[src/rtl/fft_out_reorder_if.sv]
// ============================================================================
//  Module   : fft_out_reorder_if
//  Brief    : Input stream and output handshake bundle of the FFT reorder buffer.
//  Revision : 1.0
// ============================================================================
`default_nettype none

interface fft_out_reorder_if #(
    parameter int LOG2N = 3,
    parameter int W     = 8
);
    logic               din_valid;
    logic [2*W-1:0]     din;
    logic               dout_ready;
    logic               dout_valid;
    logic [2*W-1:0]     dout;
    logic [LOG2N-1:0]   dout_idx;
    logic               dout_last;

    // Master drives samples in and accepts reordered words out.
    modport master (
        output din_valid, din, dout_ready,
        input  dout_valid, dout, dout_idx, dout_last
    );

    modport slave (
        input  din_valid, din, dout_ready,
        output dout_valid, dout, dout_idx, dout_last
    );
endinterface

`default_nettype wire

[src/rtl/fft_out_reorder.sv]
// ============================================================================
//  Module   : fft_out_reorder
//  Brief    : Ping-pong frame buffer turning bit-reversed FFT output into
//             natural bin order. FFT_OUT_REORDER_BITREV_EN enables bitrev
//             write addressing; undefined gives arrival-order passthrough.
//  Revision : 1.0
// ============================================================================
`default_nettype none

module fft_out_reorder #(
    parameter int LOG2N = 3,
    parameter int W     = 8
) (
    input  wire          clk,
    input  wire          rstx,
    input  wire          clear,
    output logic         overflow,
    fft_out_reorder_if.slave bus
);

    localparam int               c_N    = 1 << LOG2N;
    localparam logic [LOG2N-1:0] c_LAST = LOG2N'(c_N - 1);

    logic [2*W-1:0]   r_mem [0:2*c_N-1];
    logic [1:0]       r_full;
    logic             r_wbank;
    logic             r_rbank;
    logic [LOG2N-1:0] r_wcnt;
    logic [LOG2N-1:0] r_rcnt;
    logic [2*W-1:0]   r_dout;
    logic [LOG2N-1:0] r_dout_idx;
    logic             r_dout_last;
    logic             r_dout_valid;
    logic             r_ovf;

    logic [LOG2N-1:0] w_waddr;
    logic             w_wr;
    logic             w_drop;
    logic             w_load;
    logic             w_rd;
    logic [1:0]       w_full_nxt;

`ifdef FFT_OUT_REORDER_BITREV_EN
    for (genvar i = 0; i < LOG2N; i++) begin : g_bitrev
        assign w_waddr[i] = r_wcnt[LOG2N-1-i];
    end
`else
    assign w_waddr = r_wcnt;
`endif

    assign w_wr   = bus.din_valid & ~clear & ~r_full[r_wbank];
    assign w_drop = bus.din_valid & ~clear &  r_full[r_wbank];
    assign w_load = ~r_dout_valid | bus.dout_ready;
    assign w_rd   = w_load & r_full[r_rbank];

    // Writer and reader always touch different banks, so both updates can coexist.
    always_comb begin
        w_full_nxt = r_full;
        if (w_wr && (r_wcnt == c_LAST)) begin
            w_full_nxt[r_wbank] = 1'b1;
        end
        if (w_rd && (r_rcnt == c_LAST)) begin
            w_full_nxt[r_rbank] = 1'b0;
        end
    end

    always_ff @(posedge clk) begin
        if (w_wr) begin
            r_mem[{r_wbank, w_waddr}] <= bus.din;
        end
    end

    always_ff @(posedge clk) begin
        if (!rstx) begin
            r_full       <= '0;
            r_wbank      <= 1'b0;
            r_rbank      <= 1'b0;
            r_wcnt       <= '0;
            r_rcnt       <= '0;
            r_dout       <= '0;
            r_dout_idx   <= '0;
            r_dout_last  <= 1'b0;
            r_dout_valid <= 1'b0;
            r_ovf        <= 1'b0;
        end else if (clear) begin
            r_full       <= '0;
            r_wbank      <= 1'b0;
            r_rbank      <= 1'b0;
            r_wcnt       <= '0;
            r_rcnt       <= '0;
            r_dout_valid <= 1'b0;
            r_ovf        <= 1'b0;
        end else begin
            r_full <= w_full_nxt;
            if (w_wr) begin
                r_wcnt <= r_wcnt + 1'b1;
                if (r_wcnt == c_LAST) begin
                    r_wbank <= ~r_wbank;
                end
            end
            if (w_drop) begin
                r_ovf <= 1'b1;
            end
            if (w_load) begin
                if (r_full[r_rbank]) begin
                    r_dout       <= r_mem[{r_rbank, r_rcnt}];
                    r_dout_idx   <= r_rcnt;
                    r_dout_last  <= (r_rcnt == c_LAST);
                    r_dout_valid <= 1'b1;
                    r_rcnt       <= r_rcnt + 1'b1;
                    if (r_rcnt == c_LAST) begin
                        r_rbank <= ~r_rbank;
                    end
                end else begin
                    r_dout_valid <= 1'b0;
                end
            end
        end
    end

    assign bus.dout       = r_dout;
    assign bus.dout_idx   = r_dout_idx;
    assign bus.dout_last  = r_dout_last;
    assign bus.dout_valid = r_dout_valid;
    assign overflow       = r_ovf;

endmodule

`default_nettype wire

[src/flat_wrapper.sv]
// flat-port wrapper written by rule: the top's interface ports become plain ports
module fft_out_reorder_flat 
#(
    parameter int LOG2N = 3,
    parameter int W     = 8
)
  (clk, rstx, clear, overflow, bus_din_valid, bus_din, bus_dout_ready, bus_dout_valid, bus_dout, bus_dout_idx, bus_dout_last);
  fft_out_reorder_if #(.LOG2N(LOG2N), .W(W)) bus_i ();
  input  wire clk;
  input  wire rstx;
  input  wire clear;
  output logic overflow;
  input wire logic [$bits(bus_i.din_valid)-1:0] bus_din_valid;
  input wire logic [$bits(bus_i.din)-1:0] bus_din;
  input wire logic [$bits(bus_i.dout_ready)-1:0] bus_dout_ready;
  output wire logic [$bits(bus_i.dout_valid)-1:0] bus_dout_valid;
  output wire logic [$bits(bus_i.dout)-1:0] bus_dout;
  output wire logic [$bits(bus_i.dout_idx)-1:0] bus_dout_idx;
  output wire logic [$bits(bus_i.dout_last)-1:0] bus_dout_last;
  assign bus_i.din_valid = bus_din_valid;
  assign bus_i.din = bus_din;
  assign bus_i.dout_ready = bus_dout_ready;
  assign bus_dout_valid = bus_i.dout_valid;
  assign bus_dout = bus_i.dout;
  assign bus_dout_idx = bus_i.dout_idx;
  assign bus_dout_last = bus_i.dout_last;
  fft_out_reorder #(.LOG2N(LOG2N), .W(W)) u_core (.clk(clk), .rstx(rstx), .clear(clear), .overflow(overflow), .bus(bus_i));
endmodule
[config.mk]
export PLATFORM = sky130hd
export DESIGN_NAME = fft_out_reorder_flat
export DESIGN_NICKNAME = d
export VERILOG_FILES = /design/src/rtl/fft_out_reorder_if.sv /design/src/rtl/fft_out_reorder.sv /design/src/flat_wrapper.sv
export SDC_FILE = /design/constraint.sdc
export NUM_CORES = 1
export LEC_CHECK = 0
export ABC_AREA = 1
export CAP_MARGIN = 30
export CORE_ASPECT_RATIO = 0.9
export CORE_MARGIN = 5
export CORE_UTILIZATION = 40
export DETAILED_ROUTE_END_ITERATION = 8
export MAX_ROUTING_LAYER = met4
export SLEW_MARGIN = 30
export SYNTH_ARGS = -nofsm -noshare
export SYNTH_HDL_FRONTEND = slang
export SYNTH_SLANG_ARGS = --single-unit
[constraint.sdc]
create_clock -name clk -period 3.2 [get_ports clk]
set_input_delay 0.96 -clock clk [delete_from_list [all_inputs] [get_ports clk]]
set_output_delay 0.96 -clock clk [all_outputs]
set_load 0.02 [all_outputs]
# ---- Word level (Yosys, flattened, before mapping)
# Memories as Yosys holds them, arrays and structs flattened. A register that Yosys moved wholly into a read port is not among the register bits.
# Cells that the tools add are included.
dict set report op_classes {
  add_sub_neg 2
  magnitude_cmp 4
  multipliers 0
  n_reduce_logical 10
  n_bitwise 14
  div_mod_pow 0
  n_eq_ne 2
  shifts 0
  muxes 13
}
# cell count
set ops {}
lappend ops {{two-way mux 1 bit} 9}
lappend ops {{adder 3 x 1 -> 3 bit, second input constant} 2}
lappend ops {{== test 3 bit, second input constant} 2}
lappend ops {{NOT 1 bit} 6}
lappend ops {{AND reduction 3 bit} 2}
lappend ops {{bitwise AND 1 bit} 4}
lappend ops {{logical AND 1 bit} 4}
lappend ops {{< comparator 1 x 2 -> 1 bit, second input constant} 2}
lappend ops {{two-way mux 2 bit} 2}
lappend ops {{AND reduction 2 bit} 2}
lappend ops {{bitwise AND 2 bit} 1}
lappend ops {{demux 1 bit (select 1 bit)} 2}
lappend ops {{greater-or-equal comparator 1 bit, second input constant} 2}
lappend ops {{NOT 2 bit} 1}
lappend ops {{OR 2 bit} 1}
lappend ops {{OR reduction 2 bit} 1}
lappend ops {{logical NOT 1 bit} 1}
lappend ops {{OR 1 bit} 1}
dict set report word_totals {
  output_inout_bits 22
  mem_bits_rw 256
  wordCells 55
  rom_bits 0
  memories 1
  reg_bits 16
  latch_bits 0
  in_bits 21
}
# name words word_bits rd rd_ports_with_merged_regs wr line
set memory_table {}
lappend memory_table {u_core.r_mem 16 16 1 1 1 fft_out_reorder.sv:24} ;# logic [2*W-1:0] r_mem [0:2*c_N-1];

# ---- Depth between registers and ports, before layout
# Gate-level depths: netlist (run 1).
dict set report depth {
  depth_word 8
  ltp_mapped 11
  ltp_nobuf 9
}

# ---- Worst setup path before layout (run 1)
# OpenSTA, ideal clock, no wires.
dict set report synth_timing {
  path_type {input to register}
  start {in bus_din_valid}
  end {mem u_core.r_mem[0][0] in the netlist's numbering (enable)}
  arrival_time_ns 2.195
  setup_ns 0.388
  slack_ns 0.617
  required_ns 2.812
  n_path_buf 0
  path_stages 6
  path_cell_list {inv_1 nor2_1 o211ai_2 inv_1 nand2_1 nor2_1}
}
dict set report synth_via {
  elab_chain_cells 4
}
# element line
set synth_rtl {}
lappend synth_rtl {{from (decl)} flat_wrapper.sv:13} ;# input wire logic [$bits(bus_i.din_valid)-1:0] bus_din_valid;
lappend synth_rtl {{bitwise AND 1 bit (2 in series)} fft_out_reorder.sv:51} ;# assign w_wr = bus.din_valid & ~clear & ~r_full[r_wbank];
lappend synth_rtl {{two-way mux 1 bit} fft_out_reorder.sv:68} ;# if (w_wr) begin
lappend synth_rtl {{two-way mux 1 bit (implied by the code)} fft_out_reorder.sv:69} ;# r_mem[{r_wbank, w_waddr}] <= bus.din;
lappend synth_rtl {{to (decl)} fft_out_reorder.sv:24}
# Every way passes these cells.

# ---- Final worst setup path (run 1)
dict set report layout_timing {
  start {reg u_core.r_dout[2], in the netlist u_core.bus.dout[2], read port of u_core.r_mem}
  end {out bus_dout[2]}
}
# element line
set layout_lines {}
lappend layout_lines {{from (decl)} fft_out_reorder.sv:30} ;# logic [2*W-1:0] r_dout;
lappend layout_lines {{to (decl)} flat_wrapper.sv:17} ;# output wire logic [$bits(bus_i.dout)-1:0] bus_dout;
# No word-level cell between the ends.

==> out/summary.txt, run 1 <==
Final period util: 78.2%
GRT Total Usage: 18.5%
Maximum vdd drop: 0.387 mV
Die H: 175 um
Total power: 7.61 mW
Vias in the first global route: 7668
Drt pass-1 iters: 5
ANT cells: 0
Seq cells post-synth: 288
Static Leakage: 5.60 nW
H-tree levels: 1
Post-synthesis cell count: 1141
Fin Setup TNS: 0 ps
Max-cap violations: 0
Clk slew on worst S/H paths: 60 ps
Antenna Violating Nets Remaining: 0
GR Util met2: 27.4%
Die Area: 33700 um^2
Grt met3 use: 2.22%
Slew headroom: 42.9%
Final Hold Vio Count: 0
Placement Cell Area: 13100 um^2
Num CTS Buffers: 30
Startpoint Class: flop
Avg WL per Cell: 18.6 um
Status: finished, final reports clean
Minimum clock period: 2500 ps
Post-DP HPWL: 19.2 mm
Clock sinks: 288
Die Span X: 193 um
Final setup skew: 22.8 ps
Fmax: 400 MHz
CP endpoint kind: output pin
IO Port Bufs: 42
Kind of critical path: reg -> out
Global-route wire length before repair: 46.6 mm
Max stage delay cell, worst path: clkdlybuf4s50_1
Worst Path Buf+Inv: 1
Synth Net Count: 1169
Warnings from Yosys: 0
Final WL: 30.4 mm
CTS tree: done
Crit Path Max Fanout: 2
Post-CTS Setup Inserts: 0
Core box area: 29800 um^2
Top-area cell type share of the netlist area: 63.8%
Root Driver: clkbuf_16
Tightest Pin Transition: 855 ps
RSZ-0062 raised after global routing: no
Crit-path max cell delay: 630 ps
Dominant cell type by area after synthesis: edfxtp_1
Worst EP required: 2240 ps
Mean Syn Cell Area: 10.6 um^2
Final instance area: 14100 um^2
Number of I/O pins: 43
# DRC: 0
Rows: 60
Pwr/cell area: 541 nW/um^2
FILL cells: 2730
Layout cell share with drive strength beyond 1: 9.43%
Final net count: 1234
CP Cell Sequence: clkdlybuf4s50_1
Most Used Layer, Global Route: met1
GRT overflow: 0
Slew Viols, Final: 0
Max Root-Sink Buffers: 3
Yosys cell types: 28
Via-to-Cell Ratio: 4.95
Final setup fails: 0
Synth area leaders: edfxtp_1, nand2_1, nand3_1, dfxtp_1, inv_1
CP delay by family, top: buffers and inverters
GPL Wtd Cong: 0.854
GR Util met1: 27.7%
Initial DRC count: 777
Largest net degree at the start of global routing: 130
Initial antenna violation count: 0
WP data arrival: 1540 ps
Worst-skew pair later-pin latency: 550 ps
Vias: 8076
CTS Hold Buffers Added: 0
Register area share after synthesis: 69.1%
Worst Hold Class: reg -> reg
Mapped cell area: 12100 um^2
PostCTS Resize Cnt: 0
Area Growth Syn to Fin: 16.7%
Starting Density: 40.5%
## cells by family after synthesis
group	synth area share, %
adder cells (fa/ha/maj)	0.726
buffers and inverters	6.99
flip-flops	69.1
AND/OR/NAND/NOR	19.3
AO/OA/AOI/OAI	3.88
## flip-flops by register name, summed over array words and instances (netlist names)
| register | count |
|---|---|
| u_core.r_mem | 256 |
| u_core.bus.dout | 16 |
| u_core.bus.dout_idx | 3 |
| u_core.r_rcnt | 3 |
| u_core.r_wcnt | 3 |
| u_core.r_full | 2 |
| u_core.bus.dout_last | 1 |
| u_core.bus.dout_valid | 1 |
| u_core.overflow | 1 |
| u_core.r_rbank | 1 |
| u_core.r_wbank | 1 |
## placed cells by master (no fill, tap or decap), drive strengths merged
master / netlist / final
a211oi: 1 / 1
a21oi: 20 / 20
buf: 40 / 48
bufinv: 0 / 2
clkbuf: 17 / 40
clkdlybuf4s50: 0 / 42
clkinv: 2 / 17
dfxtp: 32 / 32
edfxtp: 256 / 256
ha: 7 / 7
inv: 136 / 135
nand2: 324 / 324
nand3: 147 / 147
nand3b: 1 / 1
nor2: 94 / 94
o211ai: 1 / 1
o21a: 10 / 10
o21ai: 53 / 53
## power breakdown
group          switching, mW  internal [mW]
Clock                   1.39           1.94
Sequential           0.00488           4.10
Combinational          0.117         0.0504
## path summary, 6_finish.rpt
path | endpoint | cells past startpoint | slack, ps | startpoint
max | bus_dout[2] | 1 | 700 | u_core.bus.dout[2]
min | u_core.bus.dout_last | 2 | 470 | u_core.bus.dout_last
max reg2reg | u_core.r_rbank | 6 | 1210 | u_core.r_rcnt[1]
min reg2reg | u_core.bus.dout_last | 2 | 470 | u_core.bus.dout_last
## through the flow
| step | worst slack, ps | utilization, % | instances | hold slack, ps |
|---|---|---|---|---|
| after floorplan | 617 | - | 1141 | 479 |
| after global placement | 298 | 44.1 | 1577 | 458 |
| after detailed placement | 217 | 44.1 | 1577 | 462 |
| after CTS | 688 | 47.2 | 1633 | 471 |
| after global routing | 671 | 47.2 | 1633 | 503 |
| final | 698 | 47.2 | 1633 | 471 |
## layer usage
layer	vias up	wire length, um
met1	3891	14300
met5	-	0
li1	3912	-
met4	0	594
met3	36	1710
met2	237	13700
## final cells by class
type | count | area (um^2) | share of cell area [%]
clock inverters | 16 | 121 | 0.863
clock buffers | 40 | 820 | 5.82
repair buffers | 90 | 843 | 5.99
inverters | 138 | 524 | 3.73
well taps | 403 | 504 | 3.58
flip-flops and latches | 288 | 8330 | 59.2
multi-input cells | 658 | 2930 | 20.8
## Yosys cell counts, drive strengths merged
cell / count
o211ai: 1
o21ai: 53
buf: 40
edfxtp: 256
clkinv: 2
ha: 7
a21oi: 20
nor2: 94
o21a: 10
nand3: 147
nand2: 324
dfxtp: 32
nand3b: 1
a211oi: 1
clkbuf: 17
inv: 136
Note: power is estimated with default switching activity, not from simulation.
==> run 2: changes to the inputs <==
Clock period 3.2 ns to 2.56 ns, I/O delays scaled along.
==> run 2 against run 1 <==
Combinational power up 30%. Die area unchanged. Register-to-register slack worse by 550 ps. Final cell count up 0.67%.
==> out/summary.txt, run 2 (synthesized netlist as in run 1, its figures left out) <==
Status: finished, final reports clean
Largest Register: u_core.r_mem
Max-cap violations: 0 (unchanged)
Initial DRC count: 704 (-9.4%)
Hold Crit Start: u_core.bus.dout_last
Final WL: 30.2 mm (-0.58%)
Worst EP required: 1790 ps (-450 ps)
GRT Total Usage: 18.6% (+0.079 points)
Hold depth: 2 (unchanged)
Clk slew on worst S/H paths: 60 ps (about the same)
Vias in the first global route: 7954 (+3.7%)
Final Hold Vio Count: 0 (unchanged)
Static Leakage: 5.69 nW (+1.7%)
Clock sinks: 288 (unchanged)
Hold endpoint: u_core.bus.dout_last
Drt pass-1 iters: 6 (+1)
Max stage delay cell, worst path: clkdlybuf4s50_1
Number of I/O pins: 43 (unchanged)
CP delay by family, top: buffers and inverters
Maximum vdd drop: 0.548 mV (+41%)
Fin util: 47.9% (+0.65 points)
Tightest Pin Transition: 744 ps (-110 ps)
Global-route wire length before repair: 46.9 mm (+0.76%)
ANT cells: 0 (unchanged)
GRT overflow: 0 (unchanged)
R2R depth: 5 (-1)
Post-Layout Cell Count: 1644 (+0.67%)
Rows: 60 (unchanged)
Starting Density: 40.5% (unchanged)
Placed Cells incl. Taps: 1588 (+0.70%)
Final net count: 1245 (+0.89%)
Final setup skew: 14.9 ps (-7.90 ps)
FF-to-FF setup slack: 660 ps (-550 ps)
Avg WL per Cell: 18.4 um (-1.2%)
Post-CTS Setup Inserts: 0 (unchanged)
Post-DP HPWL: 19.3 mm (+0.89%)
Pwr/cell area: 680 nW/um^2 (+26%)
RSZ-0062 raised after global routing: no
Final instance area: 14300 um^2 (+1.4%)
IO Port Bufs: 42 (unchanged)
GPL Wtd Cong: 0.868 (+1.7%)
Worst Path Buf+Inv: 1 (unchanged)
Largest net degree at the start of global routing: 130 (unchanged)
Fmax: 436 MHz
# DRC: 0 (unchanged)
H-tree levels: 1 (unchanged)
Max Root-Sink Buffers: 3 (unchanged)
Antenna Violating Nets Remaining: 0 (unchanged)
DP Worst Slack: -52.8 ps (-269 ps)
Vias: 8070 (-0.074%)
Via-to-Cell Ratio: 4.91 (-0.74%)
Die Span X: 193 um (unchanged)
RR Endpoint: u_core.bus.dout[12]
Reg2reg start: u_core.r_rbank
CP Cell Sequence: clkdlybuf4s50_1
Root Driver: clkbuf_16
Worst setup margin: 267 ps (-431 ps)
Commonest non-fill, non-tap cell in the layout: nand2_1
Startpoint Class: flop
Core box area: 29800 um^2 (unchanged)
PostCTS Resize Cnt: 0 (unchanged)
WP data arrival: 1520 ps (-20 ps)
Crit Path Max Fanout: 2 (unchanged)
Minimum clock period: 2290 ps
Die H: 175 um (unchanged)
Worst-skew pair later-pin latency: 550 ps (about the same)
Die Area: 33700 um^2 (unchanged)
Total power: 9.70 mW (+28%)
CP endpoint kind: output pin
CTS Hold Buffers Added: 0 (unchanged)
Fin Setup TNS: 0 ps (unchanged)
Slew Viols, Final: 0 (unchanged)
Most frequent cells in the layout: nand2_1, edfxtp_1, nand3_1
Fin Hold WS: 470 ps (-0.843 ps)
CTS tree: done
Kind of critical path: reg -> out
Placement Cell Area: 13300 um^2 (+1.1%)
Worst Hold Class: reg -> reg
Largest register FFs: 256 (unchanged)
Initial antenna violation count: 0 (unchanged)
Final period util: 89.6%
Layout cell share with drive strength beyond 1: 10.5% (+1.0 points)
Crit-path max cell delay: 630 ps (about the same)
Slew headroom: 50.1% (+7.2 points)
Final setup fails: 0 (unchanged)
Num CTS Buffers: 30 (unchanged)
Area Growth Syn to Fin: 18.3%
run 2: cell types whose count changed in the layout (fill, tap and decap cells not counted):
cell        delta
clkbuf_1       -2
clkbuf_8       -1
clkinvlp_4     +1
clkinv_1       -1
buf_4          +6
buf_12         +5
bufinv_16      +2
clkinv_2       +1
run 2: metal layers:
| metal | routed length [um] | track usage, % |
|---|---|---|
| met4 | 781 | 4.78 |
| met5 | 0 | - |
| met1 | 13400 | 26.0 |
| met3 | 2250 | 3.40 |
| met2 | 13800 | 28.2 |
run 2: worst register-to-register path, cell delays in order (launching register included):
cell,delay [ps]
dfxtp_1,430
clkinv_1,640
nand3_1,500
nand3_1,120
nand2_1,70
inv_1,40
run 2: worst max path at each step:
stage | end | slack (ps) | cells after the start | start
6_report | bus_dout[14] | 270 | 1 | u_core.bus.dout[14]
5_1_grt | bus_dout[3] | 220 | 1 | u_core.bus.dout[3]
4_1_cts | bus_dout[9] | 230 | 1 | u_core.bus.dout[9]
3_5_place_dp | u_core.r_mem[2][2] | -50 | 8 | bus_din_valid
3_3_place_gp | u_core.r_mem[3][13] | -20 | 8 | bus_din_valid
2_1_floorplan | u_core.r_mem[0][0] | 170 | 6 | bus_din_valid
run 2: final cells by class:
type	count	area, um^2
Sequential cell	288	8330
Timing Repair Buffer	101	988
Clock inverter	19	190
Inverter	138	524
Fill cell	2724	15500
Tap cell	403	504
Clock buffer	37	798
Multi-Input combinational cell	658	2930
run 2: power breakdown:
part,internal [mW],switching [mW]
combinational,0.0713,0.147
clock,2.60,1.75
sequential,5.13,0.00568
total,7.80,1.90
==> run 3: changes to the inputs <==
Settings changed: CAP_MARGIN 30 to 20, CORE_ASPECT_RATIO 0.9 to 0.7, TNS_END_PERCENT set to 30.
==> run 3 against run 2 <==
Count of clock-buffer cells in the layout fell by 5. Critical path depth unchanged. Clock power down 4.8%. Critical path type unchanged. Flip-flop and latch count is the same.
==> out/summary.txt, run 3 (synthesized netlist as in run 1, its figures left out) <==
Status: finished, final reports clean
Crit-path max cell delay: 640 ps (about the same)
Slew headroom: 53.4% (+3.3 points)
Starting Density: 40.4% (-0.051 points)
Fmax: 423 MHz (-3.1%)
Final instance area: 14200 um^2 (-0.51%)
Sw Ratio: 19.6% (about the same)
Max-cap violations: 0 (unchanged)
Final setup fails: 0 (unchanged)
Post-CTS Setup Inserts: 0 (unchanged)
WP data arrival: 1600 ps (+80 ps)
Pwr/cell area: 669 nW/um^2 (-1.7%)
Hold Crit Start: u_core.bus.dout_last
Final WL: 30.6 mm (+1.4%)
H-tree levels: 1 (unchanged)
P_sw: 1.86 mW (-2.2%)
Drt pass-1 iters: 5 (-1)
Via-to-Cell Ratio: 5.01 (+2.1%)
Global-route wire length before repair: 47.6 mm (+1.4%)
CTS tree: done
Largest register FFs: 256 (unchanged)
Slew Viols, Final: 0 (unchanged)
Avg WL per Cell: 18.9 um (+2.7%)
Rows: 53 (-12%)
CP endpoint kind: output pin
Root Driver: clkbuf_16
Num CTS Buffers: 27 (-10%)
Initial antenna violation count: 0 (unchanged)
Area Growth Syn to Fin: 17.7%
Final net count: 1245 (unchanged)
Clock sinks: 288 (unchanged)
IO Port Bufs: 42 (unchanged)
GRT overflow: 0 (unchanged)
Worst Hold Class: reg -> reg
Vias in the first global route: 7963 (+0.11%)
CTS Hold Buffers Added: 0 (unchanged)
Fin util: 47.6% (-0.30 points)
Tightest Pin Transition: 698 ps (-46.1 ps)
Post-Layout Cell Count: 1622 (-1.3%)
Total power: 9.49 mW (-2.2%)
Placed Cells incl. Taps: 1573 (-0.94%)
Final setup skew: 19.3 ps (+4.42 ps)
Comb power frac: 2.3% (about the same)
Die H: 155 um (-11%)
Antenna Violating Nets Remaining: 0 (unchanged)
Post-DP HPWL: 19.6 mm (+1.5%)
Placement Cell Area: 13300 um^2 (+0.10%)
CP delay by family, top: buffers and inverters
Reg2reg start: u_core.r_rbank
Commonest non-fill, non-tap cell in the layout: nand2_1
Maximum vdd drop: 0.585 mV (+6.7%)
FF-to-FF setup slack: 520 ps (-140 ps)
Static Leakage: 5.66 nW (-0.52%)
# DRC: 0 (unchanged)
Die Area: 33800 um^2 (+0.15%)
Largest Register: u_core.r_mem
Minimum clock period: 2370 ps (+73.1 ps)
Clk slew on worst S/H paths: 60 ps (about the same)
Startpoint Class: flop
Number of I/O pins: 43 (unchanged)
CP Cell Sequence: clkdlybuf4s50_1
Int Power: 7.63 mW (-2.2%)
R2R depth: 6 (+1)
Max Root-Sink Buffers: 3 (unchanged)
Worst Path Buf+Inv: 1 (unchanged)
Fin Hold WS: 471 ps (+1.31 ps)
Most frequent cells in the layout: nand2_1, edfxtp_1, nand3_1
Core box area: 29800 um^2 (+0.13%)
Layout cell share with drive strength beyond 1: 10.2% (-0.29 points)
GPL Wtd Cong: 0.817 (-6.0%)
Worst EP required: 1790 ps (about the same)
Max stage delay cell, worst path: clkdlybuf4s50_1
Power share of the sequential group: 54.1% (+1.2 points)
Crit Path Max Fanout: 2 (unchanged)
Hold endpoint: u_core.bus.dout_last
Largest net degree at the start of global routing: 73 (-44%)
Worst-skew pair later-pin latency: 540 ps (about the same)
Final Hold Vio Count: 0 (unchanged)
Clock network fraction of total power: 43.6% (-1.2 points)
PostCTS Resize Cnt: 0 (unchanged)
RR Endpoint: u_core.bus.dout[12]
ANT cells: 0 (unchanged)
Die Span X: 218 um (+13%)
Initial DRC count: 814 (+16%)
Fin Setup TNS: 0 ps (unchanged)
Vias: 8126 (+0.69%)
DP Worst Slack: -14.9 ps (+37.9 ps)
Hold depth: 2 (unchanged)
Final period util: 92.4% (+2.9 points)
Worst setup margin: 194 ps (-73.1 ps)
Kind of critical path: reg -> out
GRT Total Usage: 18.9% (+0.31 points)
RSZ-0062 raised after global routing: no
run 3: cell count changes in the layout (fill, tap and decap cells not counted):
cell and delta:
inv_4 +1, inv_6 +1, clkinv_1 +1, clkinv_2 -6
clkbuf_16 -4, buf_12 +1, bufinv_16 +1, buf_4 +2
clkbuf_1 -1
run 3: routing by layer:
layer  track usage, %  vias up  wire length, um
met3             3.21       48             1830
met5                -        -                0
met4             3.58        0              567
met2             29.9      227            14300
li1                 -     3916                -
met1             26.2     3935            14000
run 3: area by class of cell:
type                       count  area [um^2]
sequential                   288         8330
timing repair buffer         104         1020
clock buffer                  32          694
clock inverter                17          208
fill                        2751        15700
tap                          385          482
inverter                     138          526
multi-input combinational    658         2930
run 3: how the worst max path moves through the flow:
stage,startpoint,end,cells after the start,slack (ps)
4_1_cts,u_core.bus.dout[6],bus_dout[6],1,180
2_1_floorplan,bus_din_valid,u_core.r_mem[0][0],6,170
6_report,u_core.bus.dout_idx[0],bus_dout_idx[0],1,190
3_3_place_gp,bus_din_valid,u_core.r_mem[4][7],8,-40
5_1_grt,u_core.bus.dout[6],bus_dout[6],1,170
3_5_place_dp,bus_din_valid,u_core.r_mem[4][2],8,-10
run 3: power by group through the flow:
stage / sequential [mW] / clock [mW] / combinational (mW)
after CTS: 5.13 / 4.21 / 0.221
after global placement: 5.23 / 0 / 0.218
after floorplan: 5.24 / 0 / 0.0503
after detailed placement: 5.24 / 0 / 0.221
after global routing: 5.13 / 4.41 / 0.238
final: 5.13 / 4.14 / 0.217
